--- src/rtl/komandara_k10_pkg.sv ---
// komandara_k10_pkg: shared types and constants for the K10 instruction-bus AXI adapter.
package komandara_k10_pkg;
  typedef enum logic [1:0] {IBUS_IDLE, IBUS_AR_SEND, IBUS_R_WAIT, IBUS_DRAIN} ibus_axi_state_e;
  localparam logic [1:0] AXI_RESP_OKAY = 2'b00;
  localparam logic [2:0] IBUS_ARPROT_DEF = 3'b100;
endpackage

--- src/rtl/k10_ibus_hitbuf.sv ---
// k10_ibus_hitbuf: one-entry fetch hit buffer (last OKAY word), cleared by fence.i invalidate.
module k10_ibus_hitbuf (
  input  logic        clk,
  input  logic        rst,
  input  logic [29:0] lookup,
  input  logic        inv,
  input  logic        fill,
  input  logic [29:0] fill_addr,
  input  logic [31:0] fill_data,
  output logic        hit,
  output logic [31:0] data
);
  logic        valid;
  logic [29:0] tag;
  // An invalidate in the lookup cycle forces a miss so stale code is never returned.
  assign hit = valid && tag == lookup && !inv;
  always_ff @(posedge clk or posedge rst)
    if (rst) begin
      valid <= 1'b0;
      tag   <= '0;
      data  <= '0;
    end else begin
      if (inv) valid <= 1'b0;
      else if (fill) valid <= 1'b1;
      if (fill) begin
        tag  <= fill_addr;
        data <= fill_data;
      end
    end
endmodule

--- src/rtl/k10_ibus_axi.sv ---
// k10_ibus_axi: single-outstanding instruction-bus to AXI4-Lite read adapter.
// Optional one-entry hit buffer enabled by defining K10_IBUS_HITBUF_EN.
module k10_ibus_axi
  import komandara_k10_pkg::*;
#(
  parameter int          RESP_TIMEOUT = 0,
  parameter logic [2:0]  ARPROT_VAL   = IBUS_ARPROT_DEF
) (
  input  logic        i_clk,
  input  logic        i_rst,
  input  logic        i_ibus_req,
  input  logic [31:0] i_ibus_addr,
  output logic        o_ibus_gnt,
  output logic        o_ibus_rvalid,
  output logic [31:0] o_ibus_rdata,
  output logic        o_ibus_err,
  input  logic        i_inv,
  output logic        m_axi_arvalid,
  input  logic        m_axi_arready,
  output logic [31:0] m_axi_araddr,
  output logic [2:0]  m_axi_arprot,
  input  logic        m_axi_rvalid,
  output logic        m_axi_rready,
  input  logic [31:0] m_axi_rdata,
  input  logic [1:0]  m_axi_rresp
);
  localparam int CW = RESP_TIMEOUT > 1 ? $clog2(RESP_TIMEOUT) : 1;
  ibus_axi_state_e state;
  logic [29:0]     addr_q;
  logic [CW-1:0]   cnt;
  logic            hit, pend, r_ok, tmo, rwait;
  logic [31:0]     hb_data;
  logic            unused_lsb;
  assign unused_lsb = ^i_ibus_addr[1:0];
  assign rwait = state == IBUS_R_WAIT;
  assign r_ok  = rwait && m_axi_rvalid;
  // A beat arriving in the timeout cycle wins over the synthesised error.
  assign tmo   = RESP_TIMEOUT > 0 && rwait && !m_axi_rvalid && int'(cnt) == RESP_TIMEOUT - 1;
`ifdef K10_IBUS_HITBUF_EN
  k10_ibus_hitbuf u_hitbuf (
    .clk       (i_clk),
    .rst       (i_rst),
    .lookup    (i_ibus_addr[31:2]),
    .inv       (i_inv),
    .fill      (r_ok && m_axi_rresp == AXI_RESP_OKAY),
    .fill_addr (addr_q),
    .fill_data (m_axi_rdata),
    .hit       (hit),
    .data      (hb_data)
  );
  always_ff @(posedge i_clk or posedge i_rst)
    if (i_rst) pend <= 1'b0;
    else pend <= o_ibus_gnt && hit;
`else
  logic unused_inv;
  assign unused_inv = i_inv;
  assign hit        = 1'b0;
  assign pend       = 1'b0;
  assign hb_data    = '0;
`endif
  assign o_ibus_gnt = state == IBUS_IDLE && i_ibus_req && !pend;
  always_ff @(posedge i_clk or posedge i_rst)
    if (i_rst) begin
      state  <= IBUS_IDLE;
      addr_q <= '0;
      cnt    <= '0;
    end else begin
      case (state)
        IBUS_IDLE:
          if (o_ibus_gnt && !hit) begin
            addr_q <= i_ibus_addr[31:2];
            state  <= IBUS_AR_SEND;
          end
        IBUS_AR_SEND:
          if (m_axi_arready) begin
            state <= IBUS_R_WAIT;
            cnt   <= '0;
          end
        IBUS_R_WAIT:
          if (m_axi_rvalid || tmo) begin
            state <= m_axi_rvalid ? IBUS_IDLE : IBUS_DRAIN;
            cnt   <= '0;
          end else if (cnt != '1) cnt <= cnt + CW'(1);
        IBUS_DRAIN:
          if (m_axi_rvalid) state <= IBUS_IDLE;
        default: state <= IBUS_IDLE;
      endcase
    end
  assign m_axi_arvalid = state == IBUS_AR_SEND;
  assign m_axi_araddr  = {addr_q, 2'b00};
  assign m_axi_arprot  = ARPROT_VAL;
  assign m_axi_rready  = rwait || state == IBUS_DRAIN;
  assign o_ibus_rvalid = r_ok || tmo || pend;
  assign o_ibus_rdata  = pend ? hb_data : r_ok ? m_axi_rdata : '0;
  assign o_ibus_err    = r_ok ? m_axi_rresp != AXI_RESP_OKAY : tmo;
endmodule

--- config.mk ---
export PLATFORM = sky130hd
export DESIGN_NAME = k10_ibus_axi
export DESIGN_NICKNAME = d
export VERILOG_FILES = /design/src/rtl/komandara_k10_pkg.sv /design/src/rtl/k10_ibus_hitbuf.sv /design/src/rtl/k10_ibus_axi.sv
export SDC_FILE = /design/constraint.sdc
export NUM_CORES = 1
export LEC_CHECK = 0
export CORE_AREA = 2 2 82 84
export CTS_CLUSTER_SIZE = 14
export DETAILED_ROUTE_END_ITERATION = 6
export DIE_AREA = 0 0 84 86
export PLACE_DENSITY = 0.67
export SYNTH_ARGS = -nofsm -noshare
export SYNTH_HDL_FRONTEND = slang
export SYNTH_SLANG_ARGS = --single-unit
--- constraint.sdc ---
create_clock -name i_clk -period 1.7 [get_ports i_clk]
set_input_delay 0.17 -clock i_clk [delete_from_list [all_inputs] [get_ports i_clk]]
set_output_delay 0.17 -clock i_clk [all_outputs]
set_load 0.05 [all_outputs]
Word level (Yosys, flattened, before mapping)

Index checks and enable logic that the tools add are counted.

Word-level logic and storage cells: 22
Output and inout port bits: 72
Bits of input ports: 72
Register bits after elaboration: 32

Multiplexer cells: 6
Equal/unequal tests: 6
Reduce and logical (&&, ||, !) cells: 8

Operators by type and width:

| cell                 | count |
|---|---|
| $mux W32             | 1 |
| $mux W2              | 3 |
| $pmux W2 S3          | 1 |
| $eq A2 B2 Y1 const B | 2 |
| $ne A2 B1 Y1 const B | 2 |
| $reduce_and A3 Y1    | 1 |
| $eq A2 B1 Y1 const B | 1 |
| $logic_and A1 B1 Y1  | 2 |
| $logic_not A2 Y1     | 1 |
| $ne A2 B2 Y1 const B | 1 |
| $reduce_and A2 Y1    | 1 |
| $reduce_bool A2 Y1   | 1 |
| $reduce_or A2 Y1     | 1 |
| $logic_or A1 B1 Y1   | 1 |
| $mux W1              | 1 |

Longest topological paths before layout

Gate-level depths: netlist (run 1).

Depth in word-level cells: 4
Gate-level depth with buffers: 3
Mapped depth without buffers: 2

Worst setup path after synthesis (run 1)

OpenSTA, ideal clock, no wires.

Kind: register to output
Start point: register state[0]
End point: output port o_ibus_rdata[22]
Path buffers: 1
Path slack: 0.103 ns
Cell stages (with the launch flop): 4
Arrival time: 1.427 ns
Data required time: 1.530 ns
Path through: dfrtp_1 and3b_1 buf_4 and2_1

Longest elaborated chain between the ends: 3

RTL lines:

| what                    | line               | source |
|---|---|---|
| start, declared         | k10_ibus_axi.sv:28 | `ibus_axi_state_e state;` |
| start signal, assigned  | k10_ibus_axi.sv:81 | `state <= m_axi_rvalid ? IBUS_IDLE : IBUS_DRAIN;` |
| $eq A2 B2 Y1            | k10_ibus_axi.sv:35 | `assign rwait = state == IBUS_R_WAIT;` |
| $logic_and A1 B1 Y1     | k10_ibus_axi.sv:36 | `assign r_ok = rwait && m_axi_rvalid;` |
| named net o_ibus_rvalid | k10_ibus_axi.sv:14 | `output logic o_ibus_rvalid,` |
| $mux W32                | k10_ibus_axi.sv:94 | `assign o_ibus_rdata = pend ? hb_data : r_ok ? m_axi_rdata : '0;` |
| end, declared           | k10_ibus_axi.sv:15 | `output logic [31:0] o_ibus_rdata,` |

The timed path passes the listed nets, and every way through them passes these cells.

Final worst setup path (run 1)

Start point: register state[1]
End point: output port o_ibus_rdata[5]

Longest elaborated chain between the ends: 3

RTL lines:

| what                | line |
|---|---|
| $eq A2 B2 Y1        | k10_ibus_axi.sv:35 |
| $logic_and A1 B1 Y1 | k10_ibus_axi.sv:36 |
| $mux W32            | k10_ibus_axi.sv:94 |

No other way between the ends.

==> impl_results.md, run 1 <==
* Tot GR Track Use at approximately an eighth
* Pins over their slew limit at 0
* Worst setup margin at between 10 and 15 ps
* Drt initial violations at between 40 and 50
* Worst Hold Class: input port to asynchronous set/reset pin
* Crit end category: primary output
* P&R area growth vs syn at 130.2%
* Yosys top cell by area: dfrtp_1
* Max-slew headroom at 65.57%
* Seq/Total Area, Yosys at a little over half
* Cell family with most CP delay: flip-flops
* Pin count of the biggest net entering global routing at 35
* Status: finished clean
* Final Non-Filler Cells at around 340
* Clock root buffer master: clkbuf_8
* Post-CTS Hold Buffers at 0
* Multi-input logic area at about 700 um2
* Pleak at around 1.5 nW
* Number of I/O pins at ~140
* Diode count at 0
* Vias/cell at approximately 4.2
* ANT nets after route at 0
* Vias at around 1400
* Reg2Reg Depth at 4
* Share of the synthesized area in the top cell type at 52.59%
* Max Fanout on Critical Path at 9
* Final Hold Fails at 0
* Drt first pass iters at 4
* Die width at between 80 and 90 um
* Worst hold slack at about 280 ps
* Crit-path cells: and3b_2 -> clkbuf_16 -> and2_1 -> buf_12
* Final period util at between 90% and 100%
* Yosys warns at 0
* Vias in the first global route at approximately 1500
* Levels on crit path at 4
* Post-synth top cells: and2_1 (33), dfrtp_1 (32), mux2_2 (29)
* Post-synth EDFFs at 0
* Post-Route WL at between 4000 and 5000 um
* # rows at 29
* Mapped Avg Cell Area at approximately 13 um2
* Ys flop type: dfrtp_1
* CTS sink cnt at 32
* Unrepaired setup endpoints after global routing: yes
* Post-route minimum period at around 1700 ps
* Clk_lat worst skew at 280 ps
* Total Nets Final at about 330
* Crit path from: state[1]
* Mean routed wirelength per cell at about 15 um
* Synthesized flop and latch total at 32
* IO Port Bufs at about 140
* Power per Cell Area at between 1500 and 2000 nW/um2
* Placed cells at roughly 330
* Async SR Flop Fraction at 100.0%
* Setup CP Type: register to primary output
* Worst-margin pin slew at ~510 ps
* CTS buffer count at 5
* Fraction of layout cells with a size suffix above 1 at 43.89%
* Die Height at roughly 86 um
* R2R Setup Slk at around 190 ps
* Unique cell type count in the Yosys netlist at 18
* Die area at just over 7000 um2
* CP max stage delay at roughly 460 ps
* Core Region at around 6300 um2
* Overflow after GRT at 0
* Synth area leaders: dfrtp_1 (53%), mux2_2 (21%), and2_1 (14%)
* Fill count at 524
* Starting Density at about 24%
* Gate count of the mapped netlist at approximately 120
* Upper clock frequency limit at a little under 0.6 GHz
* R2r endpoint: addr_q[25]
* Clock transition at path regs at 70 ps
* Synthesized area at around 1500 um2
* WP data arrival at around 1500 ps
* CP required at about 1500 ps
* Crit start category: register
* DPL Wire Length at ~3800 um
* Clock Tree Buf Depth at 2
* Antenna violations before repair at 0
* Most numerous cell in the Yosys netlist: and2_1
* Register area at between 800 and 900 um2
* First-pass GRT wire length at 7527 um
* Worst clock skew at ~6.3 ps
* DRC Markers at 0
* Maximum VDD drop at roughly 1200 uV
* Worst r2r src: state[0]
* Final Setup Violations at 0
* CP Capture Point: o_ibus_rdata[5]
* CTS H-tree lvls at 2
* MaxCap Viol Count at 0
* CP Buf/Inv Count at 2
* Pre-CTS setup slack at just under 80 ps
* CTS tree: yes
* Worst path slowest cell: dfrtp_2
* GP Congestion at slightly above 0.7
==> cells by family after synthesis <==
group,count (synthesis),synth area share (%)
and+or+nand+nor,39,16.60
buffers and inverters,13,6.408
DFF,32,52.59
muxes,31,22.84
other,2,0.4932
AOI/OAI and AO/OA,2,1.068
==> worst min-delay path: cells and delay by family <==
family	cells	cell delay, ps
buffers and inverters	3	810
==> stage by stage <==
step / TNS, ps / util [%] / power, mW / cell area (um2)
after CTS: 0 / 53.82 / 6.013 / 3378
after floorplan: 0 / - / 3.827 / 1534
after global routing: -526.0 / 55.85 / 6.373 / 3506
after global placement: 0 / 52.26 / 5.316 / 3281
final: 0 / 55.85 / 6.080 / 3506
after detailed placement: 0 / 52.26 / 5.370 / 3281
==> flip-flops by register name, summed over array words and instances, names as in the netlist <==
| signal | flops |
|---|---|
| state | 2 |
| addr_q | 30 |
==> where the power goes <==
part	internal, mW	total, mW	switching, mW
logic	1.73	4.11	2.38
registers	1.16	1.37	0.210
clock network	0.329	0.608	0.279
total	3.21	6.08	2.87
==> worst min-delay path by stage <==
stage | start | to | cells after the start
after floorplan | m_axi_rvalid | state[0] | 1
after global placement | addr_q[24] | addr_q[24] | 1
after detailed placement | addr_q[24] | addr_q[24] | 1
after CTS | i_rst | addr_q[11] | 3
after global routing | i_rst | addr_q[21] | 3
final | i_rst | addr_q[21] | 3
==> routing by layer <==
| layer | wire length (um) | track usage, % | vias to the layer above |
|---|---|---|---|
| met5 | 0 | 0 | - |
| met4 | 19 | 3.079 | 0 |
| met3 | 405 | 4.812 | 4 |
| met2 | 2588 | 24.51 | 85 |
| met1 | 1928 | 14.27 | 663 |
| li1 | - | - | 663 |
==> final cells by class <==
class / count / share of cell area [%]
repair buffers: 144 / 51.53
flip-flops and latches: 32 / 22.91
multi-input cells: 77 / 20.02
well taps: 77 / 2.748
clock buffers: 7 / 2.463
clock inverters: 1 / 0.2141
inverters: 1 / 0.1071
==> repair_timing <==
| item | 4_1_cts | 5_1_grt |
|---|---|---|
| setup endpoints to repair | 33 | 33 |
| cloned | 0 | 2 |
| pin swaps | 0 | 2 |
| gates resized for setup | 3 | 27 |
| buffers inserted | 0 | 3 |
==> cells in the final DEF, fill, tap and decap left out, drive strengths merged <==
cell            n
mux2           30
clkdlybuf4s50  95
inv             1
o21a            1
clkbuf          8
conb            5
dfrtp          32
mux2i           1
and2b           1
and3b           1
nand2           2
o32ai           1
nor2            1
clkinvlp        1
nor3b           1
buf            48
and2           33
No activity file was read; power rests on OpenSTA's default activity.
==> run 2, diff against run 1 <==
--- a/config.mk
+++ b/config.mk
@@ -5,11 +5,11 @@
 export SDC_FILE = /design/constraint.sdc
 export NUM_CORES = 1
 export LEC_CHECK = 0
-export CORE_AREA = 2 2 82 84
+export CORE_AREA = 2 2 75 77
 export CTS_CLUSTER_SIZE = 14
 export DETAILED_ROUTE_END_ITERATION = 6
-export DIE_AREA = 0 0 84 86
-export PLACE_DENSITY = 0.67
+export DIE_AREA = 0 0 77 79
+export PLACE_DENSITY = 0.78
 export SYNTH_ARGS = -nofsm -noshare
 export SYNTH_HDL_FRONTEND = slang
 export SYNTH_SLANG_ARGS = --single-unit
==> impl_results.md, run 2 (synthesis results as in run 1) <==
* Status: complete, but fails checks (was finished clean)
* Failing checks: setup timing
* IO Port Bufs at 135 (unchanged)
* Overflow after GRT at 0 (unchanged)
* Clock Tree Buf Depth at 2 (unchanged)
* Maximum VDD drop at 1326 uV (was 1158 uV)
* Clk_lat worst skew at 280 ps (about the same)
* MaxCap Viol Count at 0 (unchanged)
* Worst setup margin at -5.193 ps (was 13.82 ps)
* GP Congestion at 0.7303 (was 0.7139)
* Crit end category: primary output (unchanged)
* Drt first pass iters at 2 (was 4)
* CP Buf/Inv Count at 2 (unchanged)
* Final core occ at 65.42% (was 55.85%)
* Worst Hold Class: input port to asynchronous set/reset pin (unchanged)
* Tot GR Track Use at 15.66% (was 13.16%)
* CP max stage delay at 460 ps (about the same)
* WP data arrival at 1540 ps (was 1520 ps)
* Drt initial violations at 19 (was 43)
* Post-CTS Hold Buffers at 0 (unchanged)
* Vias in the first global route at 1450 (was 1485)
* CTS buffer count at 5 (unchanged)
* Final Power at 6.088 mW (was 6.080 mW)
* First-pass GRT wire length at 7534 um (was 7527 um)
* Power per Cell Area at 1743 nW/um2 (was 1734 nW/um2)
* Pins over their slew limit at 0 (unchanged)
* Upper clock frequency limit at 0.5864 GHz (was 0.5931 GHz)
* ANT nets after route at 0 (unchanged)
* Setup CP Type: register to primary output (unchanged)
* Final Hold Fails at 0 (unchanged)
* Worst path slowest cell: dfrtp_2 (unchanged)
* Vias/cell at 4.205 (was 4.174)
* CP required at 1530 ps (about the same)
* CTS sink cnt at 32 (unchanged)
* # rows at 27 (was 29)
* Die area at 6083 um2 (was 7224 um2)
* Die width at 77 um (was 84 um)
* Worst-margin pin slew at 520.4 ps (was 514.8 ps)
* Commonest non-fill, non-tap cell in the layout: clkdlybuf4s50_1 (unchanged)
* Highest-count cells in the layout ignoring fill and taps: clkdlybuf4s50_1 (94), buf_12 (39), dfrtp_1 (30) (was clkdlybuf4s50_1 (95), buf_12 (37), dfrtp_1 (30))
* P&R area growth vs syn at 129.3% (was 130.2%)
* Final period util at 100.3% (was 99.19%)
* Mean routed wirelength per cell at 14.62 um (was 14.58 um)
* Post-Route WL at 4854 um (was 4941 um)
* CTS H-tree lvls at 2 (unchanged)
* Max Fanout on Critical Path at 17 (was 9)
* Number of I/O pins at 144 (unchanged)
* Pin count of the biggest net entering global routing at 35 (unchanged)
* Vias at 1396 (was 1415)
* Post-route minimum period at 1705 ps (was 1686 ps)
* Largest register FFs at 30 (unchanged)
* Pleak at 1.454 nW (was 1.463 nW)
* CTS tree: yes (unchanged)
* Crit-path cells: and3b_2 -> clkbuf_16 -> and2_1 -> buf_12 (unchanged)
* Clock root buffer master: clkbuf_8 (unchanged)
* Fraction of layout cells with a size suffix above 1 at 42.69% (was 43.89%)
* Die Height at 79 um (was 86 um)
* Clock transition at path regs at 70 ps (about the same)
* Final Setup Violations at 8 (was 0)
* Starting Density at 28.53% (was 24.26%)
* Antenna violations before repair at 0 (unchanged)
* Core Region at 5338 um2 (was 6277 um2)
* Cell family with most CP delay: flip-flops (unchanged)
* DPL Wire Length at 3756 um (was 3751 um)
* Biggest register: addr_q (unchanged)
* Worst clock skew at 6.276 ps (was 6.282 ps)
* Total Nets Final at 331 (was 333)
* DRC Markers at 0 (unchanged)
* Crit start category: register (unchanged)
* Unrepaired setup endpoints after global routing: yes (unchanged)
* Top Registers: addr_q (30), state (2) (unchanged)
* Diode count at 0 (unchanged)
* Max-slew headroom at 65.20% (was 65.57%)
## run 2: changes by cell type in the layout (fill, tap and decap cells not counted)
| cell | before | now |
|---|---|---|
| and2_1 | 7 | 10 |
| clkdlybuf4s50_1 | 95 | 94 |
| buf_6 | 2 | 0 |
| and2_4 | 26 | 23 |
| buf_4 | 9 | 8 |
| buf_12 | 37 | 39 |
## run 2: what timing repair did
| action | 4_1_cts | 5_1_grt |
|---|---|---|
| cloned | 0 | 1 |
| resized for setup | 8 | 18 |
| endpoints found under the setup margin | 33 | 33 |
| buffers inserted | 0 | 2 |
## run 2: layout make-up
cell class,instances,area (um2)
fillers,423,1846
repair buffers,142,1807
flip-flops and latches,32,803.3
multi-input cells,77,694.4
well taps,72,90.09
clock buffers,7,86.33
clock inverters,1,7.507
inverters,1,3.754
## run 2: through the flow
stage | cells | cell area, um2 | setup TNS [ps] | hold slack (ps) | setup slack, ps
2_1_floorplan | 122 | 1534 | 0 | 261.8 | 102.8
3_3_place_gp | 321 | 3297 | 0 | 467.1 | 66.98
3_5_place_dp | 321 | 3297 | 0 | 482.8 | 61.55
4_1_cts | 329 | 3407 | 0 | 279.1 | 2.914
5_1_grt | 332 | 3492 | -650.2 | 312.1 | -54.02
6_report | 332 | 3492 | -18.49 | 273.8 | -5.193
## run 2: worst reg2reg max path, cell delays in order, from the launching register on
cell and delay, ps:
dfrtp_2 460, nor3b_4 330, buf_12 200, mux2_2 340
## run 2: routing by layer
layer / vias up / track usage [%] / routed length [um] / share of wire [%]
met5: - / 0 / 0 / 0
met1: 657 / 17.93 / 1925 / 40
met4: 0 / 3.214 / 27 / 0.56
met2: 76 / 28.51 / 2529 / 52
met3: 4 / 5.341 / 373 / 7.7
li1: 659 / - / - / -
## run 2: final timing paths
path                                 startpoint               end  depth (start not counted)  slack, ps
worst max-delay path                   state[1]  o_ibus_rdata[26]                          4         -5
worst min-delay path                      i_rst         addr_q[1]                          3        270
worst max register to register         state[1]        addr_q[11]                          3        260
worst min register to register       addr_q[24]        addr_q[24]                          1        500
max in group asynchronous                 i_rst          state[1]                          3       1100
min in group i_clk              i_ibus_addr[26]        addr_q[24]                          2        490
## run 2: where the power goes
part           internal, mW  leakage, nW  switching [mW]
sequential             1.16        0.374           0.229
clock                 0.329       0.0445           0.272
combinational          1.74         1.04            2.37
total                  3.22         1.45            2.87
==> run 3, diff against run 2 <==
--- a/config.mk
+++ b/config.mk
@@ -10,6 +10,7 @@
 export DETAILED_ROUTE_END_ITERATION = 6
 export DIE_AREA = 0 0 77 79
 export PLACE_DENSITY = 0.78
+export SETUP_SLACK_MARGIN = 0.05
 export SYNTH_ARGS = -nofsm -noshare
 export SYNTH_HDL_FRONTEND = slang
 export SYNTH_SLANG_ARGS = --single-unit
==> impl_results.md, run 3 (synthesis results as in run 1) <==
* Number of I/O pins at 144 (unchanged)
* Drt first pass iters at 4 (was 2)
* Max-slew headroom at 64.93% (was 65.20%)
* Most Frequent Cell on Critical Path: buf_12
* Vias/cell at 4.278 (was 4.205)
* Antenna violations before repair at 0 (unchanged)
* Pin count of the biggest net entering global routing at 33 (was 35)
* Vias in the first global route at 1522 (was 1450)
* CP required at 1530 ps (about the same)
* Pre-CTS setup slack at 61.55 ps (unchanged)
* Crit end category: primary output (unchanged)
* Core Region at 5338 um2 (unchanged)
* Tot GR Track Use at 17.11% (was 15.66%)
* Fraction of layout cells with a size suffix above 1 at 46.62% (was 42.69%)
* Maximum VDD drop at 1356 uV (was 1326 uV)
* Upper clock frequency limit at 0.5951 GHz (was 0.5864 GHz)
* Worst-margin pin slew at 525.2 ps (was 520.4 ps)
* First-pass GRT wire length at 8176 um (was 7534 um)
* Worst clock skew at 5.117 ps (was 6.276 ps)
* Die width at 77 um (unchanged)
* Pins over their slew limit at 0 (unchanged)
* Met3 Use GR at 5.341% (unchanged)
* Commonest non-fill, non-tap cell in the layout: clkdlybuf4s50_1 (unchanged)
* Drt initial violations at 46 (was 19)
* P&R area growth vs syn at 139.3% (was 129.3%)
* Status: finished clean (was complete, but fails checks)
* Final Hold Fails at 0 (unchanged)
* Worst Hold Class: input port to asynchronous set/reset pin (unchanged)
* Overflow after GRT at 0 (unchanged)
* Post-route minimum period at 1680 ps (was 1705 ps)
* Highest-count cells in the layout ignoring fill and taps: clkdlybuf4s50_1 (80), buf_12 (40), and2_4 (30), dfrtp_1 (30), mux2_2 (29) (was clkdlybuf4s50_1 (94), buf_12 (39), dfrtp_1 (30))
* Power per Cell Area at 1705 nW/um2 (was 1743 nW/um2)
* Clock root buffer master: clkbuf_8 (unchanged)
* Total negative setup slack at 0 ps (was -18.49 ps)
* Clock Tree Buf Depth at 2 (unchanged)
* CTS buffer count at 5 (unchanged)
* Crit-path cells: and3b_2 -> buf_12 -> clkbuf_16 -> and2_4 -> buf_12 (was and3b_2 -> clkbuf_16 -> and2_1 -> buf_12)
* Setup CP Type: register to primary output (unchanged)
* Vias at 1446 (was 1396)
* Diode count at 0 (unchanged)
* Post-CTS Hold Buffers at 0 (unchanged)
* Top Registers: addr_q (30), state (2) (unchanged)
* ANT nets after route at 0 (unchanged)
* Worst setup margin at 19.58 ps (was -5.193 ps)
* Top Usage Layer GRT: met2 (unchanged)
* Pleak at 1.646 nW (was 1.454 nW)
* Max Fanout on Critical Path at 8 (was 17)
* Biggest register: addr_q (unchanged)
* CTS H-tree lvls at 2 (unchanged)
* Post-Route WL at 5284 um (was 4854 um)
* Die Height at 79 um (unchanged)
* Clk_lat worst skew at 280 ps (about the same)
* CTS tree: yes (unchanged)
* Worst path slowest cell: dfrtp_2 (unchanged)
* IO Port Bufs at 135 (unchanged)
* DPL Wire Length at 3756 um (unchanged)
* CTS sink cnt at 32 (unchanged)
* Total Nets Final at 337 (was 331)
* Worst hold slack at 263.8 ps (was 273.8 ps)
* MaxCap Viol Count at 0 (unchanged)
* DRC Markers at 0 (unchanged)
* Largest register FFs at 30 (unchanged)
* Fill count at 387 (was 423)
* Mean routed wirelength per cell at 15.63 um (was 14.62 um)
* GR Layer Usage met2 at 31.93% (was 28.51%)
* GP Congestion at 0.7303 (unchanged)
* Final core occ at 68.26% (was 65.42%)
* # rows at 27 (unchanged)
* Final Power at 6.211 mW (was 6.088 mW)
* Final period util at 98.85% (was 100.3%)
* CP max stage delay at 410 ps (was 460 ps)
* Grt met1 use at 19.36% (was 17.93%)
* WP data arrival at 1510 ps (was 1540 ps)
* Unrepaired setup endpoints after global routing: yes (unchanged)
* Crit start category: register (unchanged)
* Die area at 6083 um2 (unchanged)
* Final Setup Violations at 0 (was 8)
* Clock transition at path regs at 70 ps (about the same)
* Starting Density at 28.53% (unchanged)
==> run 3: changes by cell type in the layout (fill, tap and decap cells not counted) <==
cell             previous run  this run
and2_1                     10         3
clkbuf_16                   1         2
buf_16                      0         1
buf_6                       0         1
and2_4                     23        30
dlymetal6s2s_1              0        14
buf_12                     39        40
clkdlybuf4s50_1            94        80
buf_4                       8        10
==> run 3: final timing paths <==
kind,endpoint,cells past startpoint,slack [ps],from
max reg2reg,addr_q[11],5,100,state[1]
min reg2reg,addr_q[24],1,490,addr_q[24]
min,addr_q[28],3,260,i_rst
max,o_ibus_rdata[5],5,20,state[1]
min in group i_clk,addr_q[24],2,490,i_ibus_addr[26]
max in group asynchronous,state[1],3,1120,i_rst
==> run 3: per-stage QoR <==
stage	std cells	instance area, um2
2_1_floorplan	122	1534
3_3_place_gp	321	3297
3_5_place_dp	321	3297
4_1_cts	333	3505
5_1_grt	338	3643
6_report	338	3643
==> run 3: power by group <==
group	total, mW	switching [mW]	internal, mW
clock	0.601	0.273	0.329
sequential	1.35	0.194	1.16
combinational	4.26	2.44	1.82
total	6.21	2.91	3.31
==> run 3: per-layer routing <==
| metal | up-vias | routed length [um] | share of wire (%) |
|---|---|---|---|
| met5 | - | 0 | 0 |
| met4 | 0 | 27 | 0.51 |
| met3 | 4 | 367 | 6.9 |
| met2 | 80 | 2836 | 54 |
| met1 | 690 | 2053 | 39 |
| li1 | 672 | - | - |
==> run 3: critical path: cells and delay by family (launching register included) <==
family | cells | cell delay [ps]
DFF | 1 | 410
and+or+nand+nor | 2 | 400
buffers and inverters | 3 | 430
==> run 3: timing repair <==
action                     CTS  global route
cloned                       1             2
pin swaps                    2            19
setup endpoints to repair   33            48
setup buffers                3             3
resized for setup           25            24
==> run 3: area by class of cell <==
type / instances / area (um2) / area share (%)
tap: 72 / 90.09 / 2.473
sequential: 32 / 803.3 / 22.05
inverter: 1 / 3.754 / 0.1030
clock buffer: 7 / 86.33 / 2.370
timing repair buffer: 148 / 1941 / 53.26
clock inverter: 1 / 7.507 / 0.2060
multi-input combinational: 77 / 711.9 / 19.54
